**src/rtl/rx_ctrl_pkg.sv**
```systemverilog
// rx_ctrl_pkg: shared mode codes, state encoding and mode validation for the Rx acquisition controller
package rx_ctrl_pkg;
   localparam logic [3:0] MODE_BPSK = 4'b0001;
   localparam logic [3:0] MODE_QPSK = 4'b0010;
   localparam logic [3:0] MODE_MIX  = 4'b0100;
   typedef enum logic [2:0] {
      ST_IDLE   = 3'd0,
      ST_SETTLE = 3'd1,
      ST_ACQ    = 3'd2,
      ST_TRACK  = 3'd3,
      ST_FAIL   = 3'd4
   } state_e;
   function automatic logic is_valid_mode(input logic [3:0] m);
      return m == MODE_BPSK || m == MODE_QPSK || m == MODE_MIX;
   endfunction
endpackage

```
**src/rtl/sat_counter.sv**
```systemverilog
// sat_counter: saturating up-counter with clear priority and terminal-count flag
module sat_counter #(
   parameter int W = 8,
   parameter logic [W-1:0] MAX = '1
) (
   input  logic clk_i,
   input  logic rst_i,
   input  logic inc_i,
   input  logic clr_i,
   output logic tc_o
);
   logic [W-1:0] cnt_q;
   // clear wins over increment; holds at MAX instead of wrapping
   always_ff @(posedge clk_i or posedge rst_i)
      if (rst_i) cnt_q <= '0;
      else if (clr_i) cnt_q <= '0;
      else if (inc_i && cnt_q != MAX) cnt_q <= cnt_q + 1'b1;
   assign tc_o = cnt_q == MAX;
endmodule

```
**src/rtl/rx_acq_ctrl.sv**
```systemverilog
// rx_acq_ctrl: acquisition/tracking sequencer owning Rx mode and loop-bandwidth configuration
module rx_acq_ctrl import rx_ctrl_pkg::*; #(
   parameter int SETTLE_CYC  = 256,
   parameter int LOCK_CNT    = 64,
   parameter int LOSS_CNT    = 128,
   parameter int ACQ_TIMEOUT = 16384,
   parameter int MAX_RETRY   = 3,
   parameter int ACQ_SHIFT   = 2,
   parameter int TRK_SHIFT   = 4
) (
   input  logic       clk_16M384,
   input  logic       rst_16M384,
   input  logic [3:0] mode_req,
   input  logic       mode_req_vld,
   output logic       mode_req_rdy,
   input  logic       sig_det,
   input  logic       pd_lock,
   output logic [3:0] MODE_CTRL,
   output logic [3:0] FEEDBACK_SHIFT,
   output logic [3:0] GARDNER_SHIFT,
   output logic       loop_rst,
   output logic       bd_en,
   output logic [2:0] state,
   output logic       mode_err
);
   localparam int M1 = SETTLE_CYC > LOCK_CNT ? SETTLE_CYC : LOCK_CNT;
   localparam int M2 = LOSS_CNT > ACQ_TIMEOUT ? LOSS_CNT : ACQ_TIMEOUT;
   localparam int M3 = M1 > M2 ? M1 : M2;
   localparam int MP = M3 > MAX_RETRY ? M3 : MAX_RETRY;
   localparam int CW = $clog2(MP) + 1;
   state_e state_q, state_d;
   logic [3:0] mode_q, mode_d, shift_q, shift_d;
   logic loop_rst_q, loop_rst_d, bd_en_q, bd_en_d, rdy_q, rdy_d, err_q, err_d;
   logic acc, acc_ok, tmo_evt;
   logic set_tc, lock_tc, loss_tc, tmo_tc, ret_tc;
   // settle: exactly SETTLE_CYC cycles, so terminal one short of the count
   sat_counter #(.W(CW), .MAX(CW'(SETTLE_CYC - 1))) u_settle (
      .clk_i(clk_16M384), .rst_i(rst_16M384),
      .inc_i(state_q == ST_SETTLE), .clr_i(state_d != ST_SETTLE), .tc_o(set_tc));
   sat_counter #(.W(CW), .MAX(CW'(LOCK_CNT))) u_lock (
      .clk_i(clk_16M384), .rst_i(rst_16M384),
      .inc_i(state_q == ST_ACQ && pd_lock), .clr_i(state_d != ST_ACQ || !pd_lock), .tc_o(lock_tc));
   sat_counter #(.W(CW), .MAX(CW'(LOSS_CNT))) u_loss (
      .clk_i(clk_16M384), .rst_i(rst_16M384),
      .inc_i(state_q == ST_TRACK && !pd_lock), .clr_i(state_d != ST_TRACK || pd_lock), .tc_o(loss_tc));
   // attempt timer: at most ACQ_TIMEOUT cycles spent in ACQ per attempt
   sat_counter #(.W(CW), .MAX(CW'(ACQ_TIMEOUT - 1))) u_tmo (
      .clk_i(clk_16M384), .rst_i(rst_16M384),
      .inc_i(state_q == ST_ACQ), .clr_i(state_d != ST_ACQ), .tc_o(tmo_tc));
   sat_counter #(.W(CW), .MAX(CW'(MAX_RETRY))) u_retry (
      .clk_i(clk_16M384), .rst_i(rst_16M384),
      .inc_i(tmo_evt), .clr_i(state_q == ST_IDLE || acc_ok), .tc_o(ret_tc));
   // next state with priority signal loss > mode request > lock/loss/timeout; outputs follow next state
   always_comb begin
      acc = mode_req_vld && rdy_q;
      acc_ok = acc && is_valid_mode(mode_req);
      tmo_evt = 1'b0;
      state_d = state_q;
      if (!sig_det) state_d = ST_IDLE;
      else if (acc_ok) state_d = ST_SETTLE;
      else
         case (state_q)
            ST_IDLE:   state_d = ST_SETTLE;
            ST_SETTLE: state_d = set_tc ? ST_ACQ : ST_SETTLE;
            ST_ACQ:
               if (lock_tc) state_d = ST_TRACK;
               else if (tmo_tc) begin
                  tmo_evt = 1'b1;
                  state_d = ret_tc ? ST_FAIL : ST_SETTLE;
               end
            ST_TRACK:  state_d = loss_tc ? ST_ACQ : ST_TRACK;
            default:   state_d = state_q;
         endcase
      mode_d = acc_ok ? mode_req : mode_q;
      err_d = acc && !is_valid_mode(mode_req);
      loop_rst_d = state_d != ST_ACQ && state_d != ST_TRACK;
      bd_en_d = state_d == ST_TRACK;
      shift_d = state_d == ST_TRACK ? 4'(TRK_SHIFT) : 4'(ACQ_SHIFT);
      rdy_d = state_d != ST_SETTLE;
   end
   // state and output registers
   always_ff @(posedge clk_16M384 or posedge rst_16M384)
      if (rst_16M384) begin
         state_q    <= ST_IDLE;
         mode_q     <= MODE_BPSK;
         shift_q    <= 4'(ACQ_SHIFT);
         loop_rst_q <= 1'b1;
         bd_en_q    <= 1'b0;
         rdy_q      <= 1'b1;
         err_q      <= 1'b0;
      end else begin
         state_q    <= state_d;
         mode_q     <= mode_d;
         shift_q    <= shift_d;
         loop_rst_q <= loop_rst_d;
         bd_en_q    <= bd_en_d;
         rdy_q      <= rdy_d;
         err_q      <= err_d;
      end
   assign state          = state_q;
   assign MODE_CTRL      = mode_q;
   assign FEEDBACK_SHIFT = shift_q;
   assign GARDNER_SHIFT  = shift_q;
   assign loop_rst       = loop_rst_q;
   assign bd_en          = bd_en_q;
   assign mode_req_rdy   = rdy_q;
   assign mode_err       = err_q;
endmodule

```
**config.mk**
```make
export PLATFORM = sky130hd
export DESIGN_NAME = rx_acq_ctrl
export DESIGN_NICKNAME = d
export VERILOG_FILES = /design/src/rtl/rx_ctrl_pkg.sv /design/src/rtl/sat_counter.sv /design/src/rtl/rx_acq_ctrl.sv
export SDC_FILE = /design/constraint.sdc
export NUM_CORES = 1
export LEC_CHECK = 0
export BUFFER_PORTS_ARGS = -buffer_cell sky130_fd_sc_hd__clkbuf_2
export CAP_MARGIN = 10
export CORE_MARGIN = 3
export CORE_UTILIZATION = 55
export CTS_BUF_LIST = sky130_fd_sc_hd__clkbuf_8
export CTS_CLUSTER_SIZE = 20
export DETAILED_ROUTE_END_ITERATION = 6
export HOLD_SLACK_MARGIN = 0.12
export PLACE_DENSITY = 0.76
export SLEW_MARGIN = 10
export SYNTH_ARGS = -nofsm -noshare
export SYNTH_HDL_FRONTEND = slang
export SYNTH_HIERARCHICAL = 1
export SYNTH_SLANG_ARGS = --single-unit
```
**constraint.sdc**
```tcl
create_clock -name clk_16M384 -period 3.2 [get_ports clk_16M384]
set_input_delay 0.16 -clock clk_16M384 [delete_from_list [all_inputs] [get_ports clk_16M384]]
set_output_delay 0.16 -clock clk_16M384 [all_outputs]
set_load 0.02 [all_outputs]
```
After elaboration in Yosys (flattened, before gate mapping) --
Cells that the tools add are included.
Storage, ports and cells: input port bits 9, output and inout port bits 19, logic and storage cells 85, flip-flop bits (word level) 89
Operators by class: $add $sub $neg 5, equal/unequal tests 20, multiplexer cells 24, reductions and logical operators 24
Operators by type and width (number):
- $mux W15 | 10
- $add A15 B1 Y15 const B | 5
- $eq A15 B8 Y1 const B | 2
- $ne A15 B8 Y1 const B | 2
- $mux W3 | 6
- $eq A15 B14 Y1 const B | 1
- $eq A15 B2 Y1 const B | 1
- $eq A15 B7 Y1 const B | 1
- $ne A15 B14 Y1 const B | 1
- $ne A15 B2 Y1 const B | 1
- $ne A15 B7 Y1 const B | 1
- $pmux W3 S4 | 1
- $logic_and A1 B1 Y1 | 11
- $reduce_bool A2 Y1 | 5
- $eq A3 B2 Y1 const B | 3
- $mux W1 | 6
- $ne A3 B2 Y1 const B | 2
- $logic_or A1 B1 Y1 | 5
- $eq A4 B1 Y1 const B | 1
- $eq A4 B2 Y1 const B | 1
- $eq A4 B3 Y1 const B | 1
- $eq A3 B1 Y1 const B | 1
- $logic_not A3 Y1 | 1
- $ne A3 B1 Y1 const B | 1
- 2 further kinds | 3

Depth between registers and ports, before layout --
Gate-level depths: netlist of the first run.
depth in word-level cells 10, mapped depth 12

By module --
Netlist of the first run, hierarchy kept.
By module, submodules not included:
- sat_counter at u_tmo | instances 1, cells each 94, area an instance 920.9 µm², sequential area each 375.4 µm²
- sat_counter at u_settle | instances 1, cells each 86, area an instance 840.8 µm², sequential area each 375.4 µm²
- sat_counter at u_lock | instances 1, cells each 87, area an instance 837.1 µm², sequential area each 375.4 µm²
- sat_counter at u_retry | instances 1, cells each 83, area an instance 835.8 µm², sequential area each 375.4 µm²
- sat_counter at u_loss | instances 1, cells each 86, area an instance 827.0 µm², sequential area each 375.4 µm²
- rx_acq_ctrl | instances 1, cells each 72, area an instance 708.2 µm², sequential area each 305.3 µm²

Worst setup path after synthesis of the first run --
Ideal clock, no wire load.
path type flip-flop to flip-flop, start reg u_settle.cnt_q[0], end reg u_loss.cnt_q[12], setup slack 0.067 ns, stages on the path, launching flop included 11, clock period less this slack 3.133 ns, library setup time 0.067 ns, arrival time 3.066 ns, data required time 3.133 ns, cells stage by stage dfrtp_1 ha_1 nand4_1 or2_2 nor3_1 o21a_1 a21o_1 and4b_4 or3b_1 or4_2 nand2_1
On the way: longest elaborated chain between the ends 8, elaborated cells between the ends (all ways) 9, those cells by class 2 x eq/ne; 5 x mux; 2 x reduce/logical
RTL lines:
- start, declared | line sat_counter.sv:12 | logic [W-1:0] cnt_q;
- start signal, assigned | line sat_counter.sv:17 | else if (inc_i && cnt_q != MAX) cnt_q <= cnt_q + 1'b1;
- $eq A15 B8 Y1 * | line sat_counter.sv:18 | assign tc_o = cnt_q == MAX;
- net set_tc | line rx_acq_ctrl.sv:35 | logic set_tc, lock_tc, loss_tc, tmo_tc, ret_tc;
- $mux W2 * | line rx_acq_ctrl.sv:64 | ST_SETTLE: state_d = set_tc ? ST_ACQ : ST_SETTLE;
- $pmux W3 S4 * | line rx_acq_ctrl.sv:62 | case (state_q)
- $mux W3 * | line rx_acq_ctrl.sv:60 | else if (acc_ok) state_d = ST_SETTLE;
- $mux W3 * | line rx_acq_ctrl.sv:59 | if (!sig_det) state_d = ST_IDLE;
- $ne A3 B2 Y1 * | line rx_acq_ctrl.sv:45 | .inc_i(state_q == ST_TRACK && !pd_lock), .clr_i(state_d != ST_TRACK || pd_lock), .tc_o(loss_tc));
- $logic_or A1 B1 Y1 * | line rx_acq_ctrl.sv:45
- $mux W15 / $reduce_bool A2 Y1 (equally long branches)
- end signal, assigned | line sat_counter.sv:17
- end, declared | line sat_counter.sv:12
The timed path passes the listed nets; every way through them passes the cells marked *. A chain may end at the register's enable or synchronous reset.

Final worst setup path of the first run --
Ends and elaborated chain as after synthesis.

==> results of run 1 <==
-- per-stage QoR --
stage | setup WS (ns) | cells | total power (W)
floorplan | 0.0675 | 511 | 0.00123
global placement | 0.191 | 633 | 0.00125
detailed placement | 0.166 | 633 | 0.00125
CTS | 0.134 | 655 | 0.00198
global route | 0.00672 | 655 | 0.00204
finish | 0.204 | 655 | 0.00196
-- timing repair --
action                     in CTS  in global routing
setup endpoints to repair       0                 10
gates resized for setup         0                  4
hold endpoints to repair       89                  0
hold buffers                    6                  0
-- layer usage --
metal	up-vias	wire, um
met3	22	200
met1	1897	4720
met5	-	0
li1	1906	-
met2	50	4740
met4	0	216
-- logic make-up after synthesis --
group           share of synthesized area [%]
compound gates                           11.1
xor+xnor                                 5.64
fa+ha+maj                                1.76
buf+inv                                  4.63
flops                                    43.9
mux                                      2.62
other cells                            0.0755
simple gates                             30.3
-- path summary, 6_finish.rpt --
kind | startpoint | to | slack (ns) | cells past startpoint
worst max register to register | u_settle/cnt_q[0] | u_loss/cnt_q[12] | 0.20 | 10
min in group asynchronous | rst_16M384 | state[2] | 0.44 | 3
max in group asynchronous | rst_16M384 | u_settle/cnt_q[14] | 2.32 | 3
worst min-delay path | mode_req[0] | MODE_CTRL[0] | 0.21 | 3
worst min register to register | MODE_CTRL[3] | MODE_CTRL[3] | 0.51 | 1
worst max-delay path | u_settle/cnt_q[0] | u_loss/cnt_q[12] | 0.20 | 10
-- worst max-delay path: cells and delay by family (launching register included) --
family                   cells  cell delay, ns
AND/OR/NAND/NOR              7            2.05
flip-flops                   1            0.42
AO/OA/AOI/OAI                2            0.25
adder cells (fa/ha/maj)      1            0.23
-- cell type report --
cell class / instances / area [um^2]
fillers: 730 / 3340
repair buffers: 40 / 258
clock buffers: 10 / 138
well taps: 108 / 135
flip-flops and latches: 87 / 2180
clock inverters: 6 / 45.0
inverters: 23 / 86.3
multi-input cells: 381 / 2580
-- flip-flops by register name, summed over array words and instances (netlist names) --
register and flops:
u_lock/cnt_q 15, u_loss/cnt_q 15, u_retry/cnt_q 15, u_settle/cnt_q 15, u_tmo/cnt_q 15, MODE_CTRL 4, state 3, FEEDBACK_SHIFT 2
loop_rst 1, mode_err 1, mode_req_rdy 1
-- where the power goes --
group	internal (W)	switching, W
logic	0.0000357	0.0000816
clock network	0.000308	0.000413
registers	0.00111	0.0000113
-- placed cells by master, fill, tap and decap left out, types with 5 or more instances in the layout --
master         instances
nor4b_1                5
nor2_1                51
or3_1                 17
buf_4                 11
nor3_1                14
o21ai_0               19
inv_1                 24
dfrtp_1               83
nor2b_1                6
nand3_1               19
and4_1                 5
o21ai_1                6
or4_1                 11
nor4_1                 8
ha_1                   6
o31ai_1               12
mux2i_1                7
clkbuf_2              23
dlygate4sd3_1          6
nand4_1               21
xnor2_1               18
and4_4                 5
nand2b_1               5
nand2_1               31
xor2_1                14
clkbuf_8              10
a21oi_1               31
==> run_results.csv, run 1 <==
group,metric,value,unit
die,start_util,56.7,%
synth,synth_enable_flop_cells,0,
finish,diodes,0,
clocking,htreeDepth,3,
worst_setup_path,crit_chain,"ha_2, nand4_1, or2_2, nor3_2, o21a_1, a21o_1, and4b_4, or3b_1, or4_2, nand2_1",
sta,hold_violations,0,
synth,ys_top_cells_by_count,"dfrtp_1, nor2_1, a21oi_1, nand2_1, inv_1",
die,io_pins,28,
finish,area_delta_synth_final,9.19,%
sta,drv_slew,0,
grt,use_met3,2.49,%
sta,max_freq,0.334,GHz
worst_setup_path,arrival,3.30,ns
drt,drc,0,
grt,track_usage,20.5,%
synth,synthCells,508,
synth,ys.flop_type,"dfrtp_1",
grt,overflow,0,
sta,tightest_slew,0.943,ns
synth,synth_top_cell_by_area,"dfrtp_1",
sta,slew_headroom,36.9,%
drt,ant_nets,0,
worst_setup_path,crit_path_end_kind,"flip-flop",
flow_run,max_cap_viol_count,0,
synth,synth_top_area_share,41.8,%
power,power_per_cell_area,362,nW/um^2
synth,yosysSeqAreaShare,43.9,%
sta,setup_viol,0,
clocking,postCtsSetupBuffers,0,
grt,grt-busiest-layer,"met2",
synth,ys_types,66,
sta,layout_min_cycle_time,3.00,ns
placed_design,gp_congestion,0.841,
grt,grt_pass1_wl,17100,um
worst_setup_path,cp_slowest_stage_delay,0.64,ns
clocking,cts_made_buffers,9,
clocking,clkLatencyLatePin,0.36,ns
die,die-area,10200,um^2
drt,vias_per_cell,5.92,
worst_setup_path,critPathKind,"flip-flop to flip-flop",
synth,ys_top_cells_by_area,"dfrtp_1, nor2_1, a21oi_1, xnor2_1, nand4_1",
worst_setup_path,cp_max_fo,6,
worst_setup_path,cp_slowest_cell,"or4_2",
min_path,hp-class,"input port to flip-flop",
clocking,clock-root-buffer,"clkbuf_8",
sta,finalCritPeriodShare,93.6,%
finish,drive_gt1_share,17.4,%
grt,grt_pass1_vias,3731,
finish,fin_util,61.9,%
synth,synth_async_sr_flop_share,100,%
grt,met2_usage,32.5,%
sta,setup_total_negative_slack,0,ns
placed_design,portBuffers,23,
power,p_leak,2.18,nW
sta,rsz0062_at_grt,"no",
placed_design,place_hpwl,6870,um
grt,grt_antenna_before_repair,0,
die,core,8760,um^2
die,rows,34,
drt,vias,3875,
worst_setup_path,start_kind,"flip-flop",
synth,yosysMostFrequentCell,"dfrtp_1",
die,die_h,101,um
clocking,clockBufferDepth,2,
finish,nNetsFinal,558,
placed_design,placed_area,5170,um^2
synth,synth_area,4970,um^2
synth,synth_area_per_cell,9.78,um^2
finish,final_area,5430,um^2
synth,yosys_warnings,6,
power,max-vdd-ir-drop,205,uV
clocking,cts_tree,"done",
drt,wl_per_cell,15.1,um
die,die_width,101,um
grt,grt_max_degree,21,
drt,drt_iter0_markers,211,
clocking,clk_pin_slew,0.09,ns
drt,drtPass1Iterations,4,
status,outcome,"finished clean",
worst_setup_path,critPathRequiredTime,3.50,ns
synth,ys_ff_latch,87,
sta,fin_hold_ws,0.211,ns
drt,drt-total-wl,9880,um
clocking,clock-sinks,87,
sta,fin_skew,0.0136,ns
grt,use_met1,28.4,%
Power figures use the tool's default switching activity.
==> inputs of run 2 (changes only) <==
SYNTH_HIERARCHICAL = not set   (was 1)
==> run 2 against run 1 <==
Effect of this change: cell count fell by 4.4%; maximum frequency is 14% higher; synthesized cell count fell by 4.5%; synthesized area down 5.6%; first-iteration DRC count grew 0.95%; final area down 5.3%; critical path depth fell by 4; non-clock buffer count fell by 4; worst hold slack improved by 0.14 ns; power grew 1.4%; critical endpoint is now u_settle.cnt_q[6].
==> run_results.csv, run 2 <==
group,metric,value,unit
grt,grt_pass1_wl,16200,um
grt,overflow,0,
sta,setup_viol,0,
drt,wl_per_cell,14.9,um
synth,synth_top_cell_by_area,"dfrtp_1",
drt,drt_iter0_markers,213,
synth,synth_area_per_cell,9.68,um^2
worst_setup_path,crit_path_end_kind,"flip-flop",
flow_run,max_cap_viol_count,0,
synth,synth_async_sr_flop_share,100,%
synth,synth_area,4690,um^2
worst_setup_path,critPathKind,"flip-flop to flip-flop",
synth,yosys_warnings,0,
synth,ys_types,56,
finish,fin_util,62.2,%
worst_setup_path,r2r-start,"u_tmo.cnt_q[0]",
drt,vias_per_cell,5.68,
power,max-vdd-ir-drop,177,uV
drt,ant_nets,0,
sta,hold_violations,0,
min_path,hp-class,"input port to flip-flop",
sta,tightest_slew,0.918,ns
synth,yosysSeqAreaShare,46.5,%
power,power_per_cell_area,387,nW/um^2
finish,diodes,0,
die,die_h,98.4,um
worst_setup_path,cp_max_fo,16,
drt,drt-total-wl,9330,um
synth,synth_enable_flop_cells,0,
grt,grt_antenna_before_repair,0,
sta,slew_headroom,38.2,%
status,outcome,"finished clean",
clocking,clock-sinks,87,
worst_setup_path,start_kind,"flip-flop",
grt,grt_max_degree,38,
die,start_util,56.8,%
worst_setup_path,critPathRequiredTime,3.42,ns
finish,nNetsFinal,532,
clocking,htreeDepth,3,
drt,drc,0,
sta,rsz0062_at_grt,"no",
synth,ys.flop_type,"dfrtp_1",
synth,ys_top_cells_by_count,"dfrtp_1, nor2_1, nand2_1",
placed_design,place_hpwl,6470,um
worst_setup_path,arrival,2.84,ns
synth,synth_top_area_share,44.3,%
sta,drv_slew,0,
grt,grt_pass1_vias,3505,
clocking,cts_hold_buf,8,
sta,setup_total_negative_slack,0,ns
placed_design,gp_congestion,0.867,
finish,final_cell_mix,"dfrtp_1, nor2_1, nand2_1",
clocking,clkLatencyLatePin,0.36,ns
power,p_leak,2.09,nW
die,die-area,9680,um^2
clocking,clockBufferDepth,2,
die,core,8260,um^2
sta,fin_skew,0.0131,ns
synth,ys_top_cells_by_area,"dfrtp_1, xnor2_1, xor2_1, nor2_1, nand2_1",
clocking,cts_tree,"done",
die,rows,33,
drt,vias,3554,
finish,area_delta_synth_final,9.52,%
sta,layout_min_cycle_time,2.62,ns
sta,max_freq,0.382,GHz
sta,finalCritPeriodShare,81.9,%
die,die_width,98.4,um
finish,layout_commonest_cell,"dfrtp_1",
min_path,hp-start,"mode_req[2]",
clocking,clk_pin_slew,0.08,ns
placed_design,portBuffers,23,
finish,drive_gt1_share,14.0,%
synth,synthCells,485,
worst_setup_path,crit_start,"u_tmo.cnt_q[0]",
clocking,postCtsSetupBuffers,0,
grt,track_usage,20.4,%
clocking,clock-root-buffer,"clkbuf_8",
clocking,cts_made_buffers,9,
synth,yosysMostFrequentCell,"dfrtp_1",
synth,ys_ff_latch,87,
die,io_pins,28,
drt,drtPass1Iterations,5,
clocking,cts-resized-gates,0,
## run 2: where the power goes
group | total [W] | switching (W) | internal (W)
Combinational | 0.000138 | 0.0000939 | 0.0000439
Clock | 0.000725 | 0.000376 | 0.000350
Sequential | 0.00113 | 0.0000104 | 0.00112
## run 2: per-layer routing
metal / part of all wire [%] / wire (um) / track usage [%] / vias to the layer above
met3: 4.4 / 409 / 2.79 / 16
met1: 45 / 4230 / 27.8 / 1732
met5: 0 / 0 / 0 / -
met4: 1.9 / 174 / 8.61 / 0
met2: 48 / 4510 / 32.9 / 86
li1: - / - / - / 1720
## run 2: path summary, 6_finish.rpt
path | slack (ns) | cells after the start | to
worst max-delay path | 0.58 | 6 | u_settle.cnt_q[6]
worst min-delay path | 0.35 | 3 | MODE_CTRL[3]
worst max register to register | 0.58 | 6 | u_settle.cnt_q[6]
worst min register to register | 0.49 | 1 | MODE_CTRL[3]
max in group asynchronous | 1.95 | 4 | mode_req_rdy
min in group asynchronous | 0.40 | 3 | u_tmo.cnt_q[7]
## run 2: kinds of logic (layout without fill, tap and decap cells)
family | after synthesis | count (layout) | synth area share (%)
buffers and inverters | 37 | 70 | 3.84
adder cells (fa/ha/maj) | 7 | 7 | 1.87
AND/OR/NAND/NOR | 251 | 251 | 28.9
other | 1 | 4 | 0.0799
XOR/XNOR | 70 | 70 | 13.1
AO/OA/AOI/OAI | 27 | 27 | 4.67
multiplexers | 5 | 5 | 1.12
flip-flops | 87 | 87 | 46.5
## run 2: cell type report
| type | count | area, um^2 |
|---|---|---|
| Clock buffer | 9 | 124 |
| Tap cell | 105 | 131 |
| Timing Repair Buffer | 36 | 233 |
| Sequential cell | 87 | 2180 |
| Inverter | 18 | 68.8 |
| Clock inverter | 7 | 58.8 |
| Multi-Input combinational cell | 364 | 2340 |
| Fill cell | 684 | 3120 |
## run 2: per-stage QoR
stage               std cells  cell area [um^2]  setup slack, ns  power [W]  hold slack, ns
global placement          602              4880            0.664    0.00128           0.249
global route              626              5140            0.311    0.00208           0.369
finish                    626              5140            0.580    0.00199           0.348
floorplan                 488              4700            0.796    0.00124           0.256
detailed placement        602              4880            0.577    0.00128           0.264
CTS                       626              5140            0.551    0.00202           0.347
## run 2: critical path: stages, from the launching register on
cell and delay, ns:
dfrtp_1 0.39, ha_1 0.29, or3b_1 0.43, nor3_1 0.49
a21oi_4 0.15, o2111ai_2 0.61, nor2_1 0.12
